===== src/rtl/bsg_mul_iterative_arbiter.sv =====
// bsg_mul_iterative_arbiter
//
// Shares one iterative multiplier among num_req_p requesters. A round-robin
// grant picks one requester in idle. Its operands are registered and issued
// to the multiplier. The product is captured and then handed back to the
// owning requester only. One operation is in flight at a time.
//
// Ports
//   clk_i, reset_n_i        : clock, asynchronous active-low reset
//   v_i / ready_o           : per-requester request valid / accept (one-hot)
//   opA_i, opB_i, signed_i  : packed per-requester operands and signed flag
//   v_o / yumi_i            : per-requester result valid / consume (one-hot)
//   result_o                : registered product, shared by all requesters
//   mul_v_o / mul_ready_i   : issue handshake toward the multiplier
//   mul_opA_o, mul_opB_o,
//   mul_signed_o            : registered operands toward the multiplier
//   mul_v_i / mul_yumi_o    : result handshake from the multiplier
//   mul_result_i            : multiplier product
//   done_cnt_o              : results consumed by requesters (wraps)

module bsg_mul_iterative_arbiter #(
    parameter int num_req_p   = 4,
    parameter int width_p     = 64,
    parameter int cnt_width_p = 32
) (
    input  logic                         clk_i,
    input  logic                         reset_n_i,
    input  logic [num_req_p-1:0]         v_i,
    output logic [num_req_p-1:0]         ready_o,
    input  logic [num_req_p*width_p-1:0] opA_i,
    input  logic [num_req_p*width_p-1:0] opB_i,
    input  logic [num_req_p-1:0]         signed_i,
    output logic [num_req_p-1:0]         v_o,
    output logic [2*width_p-1:0]         result_o,
    input  logic [num_req_p-1:0]         yumi_i,
    output logic                         mul_v_o,
    input  logic                         mul_ready_i,
    output logic [width_p-1:0]           mul_opA_o,
    output logic [width_p-1:0]           mul_opB_o,
    output logic                         mul_signed_o,
    input  logic                         mul_v_i,
    input  logic [2*width_p-1:0]         mul_result_i,
    output logic                         mul_yumi_o,
    output logic [cnt_width_p-1:0]       done_cnt_o
);

    localparam int ptr_w_lp = (num_req_p > 1) ? $clog2(num_req_p) : 1;

    typedef enum logic [1:0] {eIdle, eIssue, eWait, eReturn} state_e;

    state_e                 state_q;
    logic [ptr_w_lp-1:0]    rr_ptr_q;
    logic [ptr_w_lp-1:0]    owner_q;
    logic [width_p-1:0]     opA_q;
    logic [width_p-1:0]     opB_q;
    logic                   signed_q;
    logic [2*width_p-1:0]   result_q;
    logic [cnt_width_p-1:0] done_cnt_q;

    logic [num_req_p-1:0]   grant_oh;
    logic [ptr_w_lp-1:0]    grant_idx;
    logic                   grant_any;
    logic [width_p-1:0]     opA_sel;
    logic [width_p-1:0]     opB_sel;
    logic                   signed_sel;
    logic [ptr_w_lp-1:0]    next_ptr;

    // Round-robin search: walk num_req_p positions starting at rr_ptr_q,
    // wrapping at num_req_p (modulo handles non-power-of-two counts).
    always_comb begin
        int                  pos;
        logic [ptr_w_lp-1:0] idx;
        grant_oh  = '0;
        grant_idx = '0;
        grant_any = 1'b0;
        pos       = 0;
        idx       = '0;
        for (int k = 0; k < num_req_p; k++) begin
            pos = (int'(rr_ptr_q) + k) % num_req_p;
            idx = ptr_w_lp'(pos);
            if (!grant_any && v_i[idx]) begin
                grant_any     = 1'b1;
                grant_idx     = idx;
                grant_oh[idx] = 1'b1;
            end
        end
    end

    // Operand slice of the winning requester.
    always_comb begin
        opA_sel    = '0;
        opB_sel    = '0;
        signed_sel = 1'b0;
        for (int k = 0; k < num_req_p; k++) begin
            if (grant_oh[k]) begin
                opA_sel    = opA_i[k*width_p +: width_p];
                opB_sel    = opB_i[k*width_p +: width_p];
                signed_sel = signed_i[k];
            end
        end
    end

    assign next_ptr = (owner_q == ptr_w_lp'(num_req_p - 1)) ? '0 : owner_q + 1'b1;

    // ready_o is combinational from v_i; it is forced low while reset is held
    // so that every output reads zero during reset.
    assign ready_o = (state_q == eIdle && reset_n_i) ? grant_oh : '0;

    always_comb begin
        v_o          = '0;
        v_o[owner_q] = (state_q == eReturn);
    end

    assign result_o     = result_q;
    assign mul_v_o      = (state_q == eIssue);
    assign mul_opA_o    = opA_q;
    assign mul_opB_o    = opB_q;
    assign mul_signed_o = signed_q;
    assign mul_yumi_o   = (state_q == eWait) && mul_v_i;
    assign done_cnt_o   = done_cnt_q;

    always_ff @(posedge clk_i or negedge reset_n_i) begin
        if (!reset_n_i) begin
            state_q    <= eIdle;
            rr_ptr_q   <= '0;
            owner_q    <= '0;
            opA_q      <= '0;
            opB_q      <= '0;
            signed_q   <= 1'b0;
            result_q   <= '0;
            done_cnt_q <= '0;
        end else begin
            unique case (state_q)
                eIdle: begin
                    if (grant_any) begin
                        opA_q    <= opA_sel;
                        opB_q    <= opB_sel;
                        signed_q <= signed_sel;
                        owner_q  <= grant_idx;
                        state_q  <= eIssue;
                    end
                end
                eIssue: begin
                    if (mul_ready_i) state_q <= eWait;
                end
                eWait: begin
                    if (mul_v_i) begin
                        result_q <= mul_result_i;
                        state_q  <= eReturn;
                    end
                end
                eReturn: begin
                    // Only the owner's yumi counts; other bits are ignored.
                    if (yumi_i[owner_q]) begin
                        rr_ptr_q   <= next_ptr;
                        done_cnt_q <= done_cnt_q + 1'b1;
                        state_q    <= eIdle;
                    end
                end
                default: state_q <= eIdle;
            endcase
        end
    end

    // A multiplier result before the operation was issued and accepted is a
    // protocol error; it is not consumed or captured in those states.
    assert property (@(posedge clk_i) disable iff (!reset_n_i)
        !(mul_v_i && (state_q == eIdle || state_q == eIssue)))
        else $error("mul_v_i asserted before issue completed");

endmodule


===== config.mk =====
export PLATFORM = sky130hd
export DESIGN_NAME = bsg_mul_iterative_arbiter
export DESIGN_NICKNAME = d
export VERILOG_FILES = /design/src/rtl/bsg_mul_iterative_arbiter.sv
export SDC_FILE = /design/constraint.sdc
export NUM_CORES = 1
export LEC_CHECK = 0
export BUFFER_PORTS_ARGS = -buffer_cell sky130_fd_sc_hd__buf_2
export CAP_MARGIN = 20
export CORE_AREA = 2 2 375 377
export CTS_BUF_LIST = sky130_fd_sc_hd__clkbuf_4
export CTS_CLUSTER_DIAMETER = 60
export CTS_CLUSTER_SIZE = 20
export DETAILED_ROUTE_END_ITERATION = 12
export DIE_AREA = 0 0 377 379
export GPL_TIMING_DRIVEN = 0
export PLACE_DENSITY_LB_ADDON = 0.3
export SETUP_SLACK_MARGIN = 0.2
export SYNTH_ARGS = -nofsm -noshare
export SYNTH_HDL_FRONTEND = slang
export SYNTH_SLANG_ARGS = --single-unit

===== constraint.sdc =====
create_clock -name clk_i -period 2.99 [get_ports clk_i]
set_input_delay 0.1495 -clock clk_i [delete_from_list [all_inputs] [get_ports clk_i]]
set_output_delay 0.1495 -clock clk_i [all_outputs]
set_load 0.01 [all_outputs]

# Word level (Yosys, flattened, before mapping)
# Cells that the tools add are included.
[word_totals] regBits=295 inputBits=656 out_inout_bits=299 wordCells=104
[classes] addsub=5 n_lt_le_gt_ge=10 n_eq_ne=8 muxes=51 bitwise=4 n_reduce_logical=18
[ops] operator="$mux 64" count=8
[ops] operator="$add 32x1->32 const B" count=1
[ops] operator="$mux 4" count=5
[ops] operator="$mux 1" count=18
[ops] operator="$mux 2" count=9
[ops] operator="$lt 2x3->1 const B" count=5
[ops] operator="$or 4x4->4" count=3
[ops] operator="$bmux 1 s2" count=5
[ops] operator="$demux 1 s2" count=5
[ops] operator="$ge 2x1->1 const B" count=5
[ops] operator="$logic_and 1x1->1" count=10
[ops] operator="$pmux 2 s4" count=1
[ops] operator="$eq 2x2->1 const B" count=3
[ops] operator="$reduce_and 2->1" count=3
[ops] operator="$add 2x1->2 const B" count=2
[ops] operator="$add 2x2->2 const B" count=2
[ops] operator="$and 4x4->4" count=1
[ops] operator="$ne 2x1->1 const B" count=2
[ops] operator="$ne 2x2->1 const B" count=2
[ops] operator="$reduce_and 4->1" count=1
[ops] operator="$logic_not 1->1" count=3
[ops] operator="$eq 2x1->1 const B" count=1
[ops] operator="$logic_not 2->1" count=1

# Longest topological paths before layout
[depth] ltp_word=16 depth_mapped=13

# Worst setup path after synthesis
# Ideal clock, no wire load.
[synth_timing] path_type="reg-to-reg" startpoint="register rr_ptr_q[0]" endpoint="register opB_q[15], in the netlist mul_opB_o[15]" setup_ns=0.066 t_arrival_ns=3.110 required_time_ns=2.924 path_slack_ns=-0.187 path_stages_with_launch=13 path_buffers=4 period_less_slack_ns=3.177 path_cell_list="dfrtp_1 -> buf_2 -> buf_2 -> inv_1 -> ha_1 -> mux4_2 -> and3b_1 -> o21a_1 -> buf_2 -> buf_1 -> o21ai_1 -> a311oi_1 -> a221o_1"
[synth_between] elab_chain_cells=16
[synth_lines] element="from (decl)" line="52" rtl="logic [ptr_w_lp-1:0] rr_ptr_q;"
[synth_lines] element="from (signal assigned)" line="155" rtl="rr_ptr_q <= next_ptr;"
[synth_lines] element="parallel branches: the longest is 16 deep, another holds $lt 2x3->1"
[synth_lines] element="to (signal assigned)" line="137" rtl="opB_q <= opB_sel;"
[synth_lines] element="to (decl)" line="55" rtl="logic [width_p-1:0] opB_q;"
# Parallel ways; which one is timed is not known. The select of a mux whose other input is x is not followed.
# A chain may end at the register's enable or synchronous reset.

# Worst setup path in the final report
[layout_timing] startpoint="register rr_ptr_q[0]" endpoint="output ready_o[2]"
[layout_between] elab_chain_cells=13
[layout_lines] element="parallel branches: the longest is 11 deep, another holds $lt 2x3->1"
[layout_lines] element="$mux 4 *" line="81" rtl="if (!grant_any && v_i[idx]) begin"
[layout_lines] element="$mux 4 *" line="107" rtl="assign ready_o = (state_q == eIdle && reset_n_i) ? grant_oh : '0;"
[layout_lines] element="to (decl)" line="29" rtl="output logic [num_req_p-1:0] ready_o,"
# Every way passes the cells marked *. The select of a mux whose other input is x is not followed.

==> metrics.cfg <==
[placed_design]
dp_cells = 4370
dp_hpwl_um = 103000
numPortBuffers = 954
place_congestion = 0.903
pre_cts_ws_ps = -1680

[synth]
syn_inst = 1602
synthesis.area_um2 = 16800
post_synth.cell_area_avg_um2 = 10.5
synth_warnings = 0
ys_ff_latch = 295
yosysSeqAreaShare = 0.440
synth_cell_types = 47
synth_edf_count = 0
async_flop_share = 1.00
synthesis.nets = 2274
synth-main-ff-cell = dfrtp_1

[clocking]
cts_max_level = 2
cts_hold_buffers = 806
clock_latency_ps = 920
clkSinkCount = 295
clock-root-buffer = clkbuf_4
tritoncts = done
cts_made_buffers = 47
cts_buffer_depth = 3
clk_pin_slew_ps = 120

[global_routing]
grt_use_met2 = 0.296
grt_overflow = 0
grtUsageMet1 = 0.212
globalRouteMet3Util = 0.0658
grt_max_degree = 103
busiest_layer = met2
first_global_vias = 24300
grt_pass1_wl_um = 184000
antenna_found_initial = 43
grt_use_total = 0.181

[detailed_routing]
drcViolationCount = 0
drtPass1Iterations = 5
vias = 23700
post_drt_wl_per_cell_um = 25.8
drt-initial-drc-count = 1736
ant_nets = 0
finalWirelength_um = 139000
viasPerCell = 4.41

[sta]
period_minus_slack_ps = 3710
fin_skew_ps = 50.6
maxSlewViolCount = 0
grt_setup_unrepaired = yes
fin_hold_ws_ps = -56.2
tightest_slew_ps = 993
worst_slew_margin_rel = 0.338
finalSetupViolations = 133
hold_viol = 56
fin_tns_setup_ps = -69730
fmax_mhz = 270
setup_ws_ps = -720
fin_crit_sh = 1.24

[worst_setup_path]
crit_path_end_kind = primary output
critical_path.startpoint = rr_ptr_q[0]$_DFFE_PN0P_
arrival_ps = 3560
cp_max_fo = 4
rr_startpoint = rr_ptr_q[0]$_DFFE_PN0P_
path_class = register to primary output
start_kind = register
crit_required_ps = 2840

[job]
maxCapViolCount = 0

[final_layout]
fin_nets = 4172
seqCellArea_um2 = 7380
multi_input_area_um2 = 10200
area.growth.synth_to_final_pct = 119
nFillCells = 14700
instances_no_fill = 5377
drive_gt1_frac = 0.467

[pwr]
power.total_w = 0.0371
ir_worst_vdd_mv = 0.622
power_density_nw_per_um2 = 1010
p_leak_nw = 15.7

[die]
rows = 137
die_y_um = 379
core_area_um2 = 139000
die_area_um2 = 143000
io_pins = 955
die_width_um = 377
start_util = 0.121

[outcome]
status = complete, but fails checks
failed_checks = hold timing, setup timing

[hold_path]
min_path_type = primary input to asynchronous set/reset pin

==> layout by cell type (no fill, tap or decap), types with 45 or more instances in the layout <==
cell / Yosys / routed
a21oi_1: 136 / 119
a221o_1: 129 / 129
a311oi_2: 0 / 100
and2_1: 137 / 135
buf_2: 62 / 977
buf_4: 1 / 46
clkbuf_1: 137 / 45
clkbuf_4: 0 / 69
dfrtp_1: 295 / 294
dlygate4sd3_1: 0 / 806
mux2_2: 131 / 131
o2111ai_1: 129 / 91
o21ai_0: 121 / 57
o21ai_1: 13 / 52
==> final cells by class <==
type | count | share of cell area
multi-input cells | 1088 | 0.278
plain buffers | 206 | 0.0495
flip-flops and latches | 295 | 0.201
clock buffers | 48 | 0.00983
clock inverters | 40 | 0.0109
well taps | 1807 | 0.0617
repair buffers | 1852 | 0.385
diodes | 31 | 0.00212
inverters | 10 | 0.00123
==> synth_stat cells, drive strengths merged, types with 16 or more instances <==
cell type / count / area (um2)
clkbuf: 138 / 519
nand2: 25 / 93.8
a311oi: 129 / 1130
mux2: 131 / 1480
xnor2: 23 / 201
buf: 71 / 348
o21ai: 135 / 679
a221o: 129 / 1290
and2: 137 / 857
dfrtp: 295 / 7380
nor2: 16 / 60.1
a21oi: 137 / 689
o2111ai: 129 / 1130
ha: 16 / 200
==> critical path, stage by stage, from the launching register on <==
cell	delay, ps
dfrtp_2	390
buf_6	100
buf_8	100
inv_8	30
ha_4	280
mux4_2	570
nand3b_1	200
a22o_4	260
and2_4	150
clkbuf_16	150
buf_12	120
buf_8	110
nor2_4	80
buf_6	110
==> path summary, 6_finish.rpt <==
path                                              endpoint  cells after the start  slack (ps)
worst max-delay path                            ready_o[2]                     13        -720
worst min register to register  done_cnt_o[31]$_DFFE_PN0P_                      1         480
min in group clk_i                result_o[87]$_DFFE_PN0P_                      3         120
max in group asynchronous        result_o[114]$_DFFE_PN0P_                      3        1870
worst min-delay path             mul_opB_o[11]$_DFFE_PN0P_                      2         -60
worst max register to register   mul_opA_o[43]$_DFFE_PN0P_                     17        -700
==> flip-flops by register name, summed over array words and instances (netlist names) <==
name	cells
result_o	128
mul_opA_o	64
mul_opB_o	64
done_cnt_o	32
owner_q	2
rr_ptr_q	2
state_q	2
mul_signed_o	1
==> stage by stage <==
step	cell area (um2)	utilization
2_1_floorplan	16900	-
3_3_place_gp	23900	0.172
3_5_place_dp	24100	0.174
4_1_cts	35700	0.257
5_1_grt	36600	0.264
6_report	36700	0.264
==> power breakdown <==
part | switching, W | internal [W]
Sequential | 0.00116 | 0.00584
Clock | 0.00219 | 0.00122
Combinational | 0.0152 | 0.0115
==> metal layers <==
layer  share of wire  vias to the layer above
li1                -                    10300
met1            0.39                    11800
met2            0.47                     1313
met3           0.096                      335
met4           0.046                       32
met5          0.0013                        -
==> logic make-up (layout without fill, tap and decap cells) <==
family / Yosys count / after routing / synth area share
AOI/OAI and AO/OA: 675 / 675 / 0.303
xor gates and xnor gates: 32 / 32 / 0.0167
muxes: 135 / 135 / 0.0934
buffers and inverters: 219 / 2156 / 0.0540
adders and majority gates: 16 / 16 / 0.0119
other: 0 / 31 / 0
and+or+nand+nor: 230 / 230 / 0.0810
DFF: 295 / 295 / 0.440
==> what timing repair did <==
| item | CTS | global route |
|---|---|---|
| pin swaps | 43 | 36 |
| gates resized for setup | 471 | 156 |
| endpoints found under the setup margin | 234 | 143 |
| gates cloned | 9 | 3 |
| endpoints found under the hold margin | 560 | 92 |
| setup buffers | 48 | 25 |
Power figures use the tool's default switching activity.
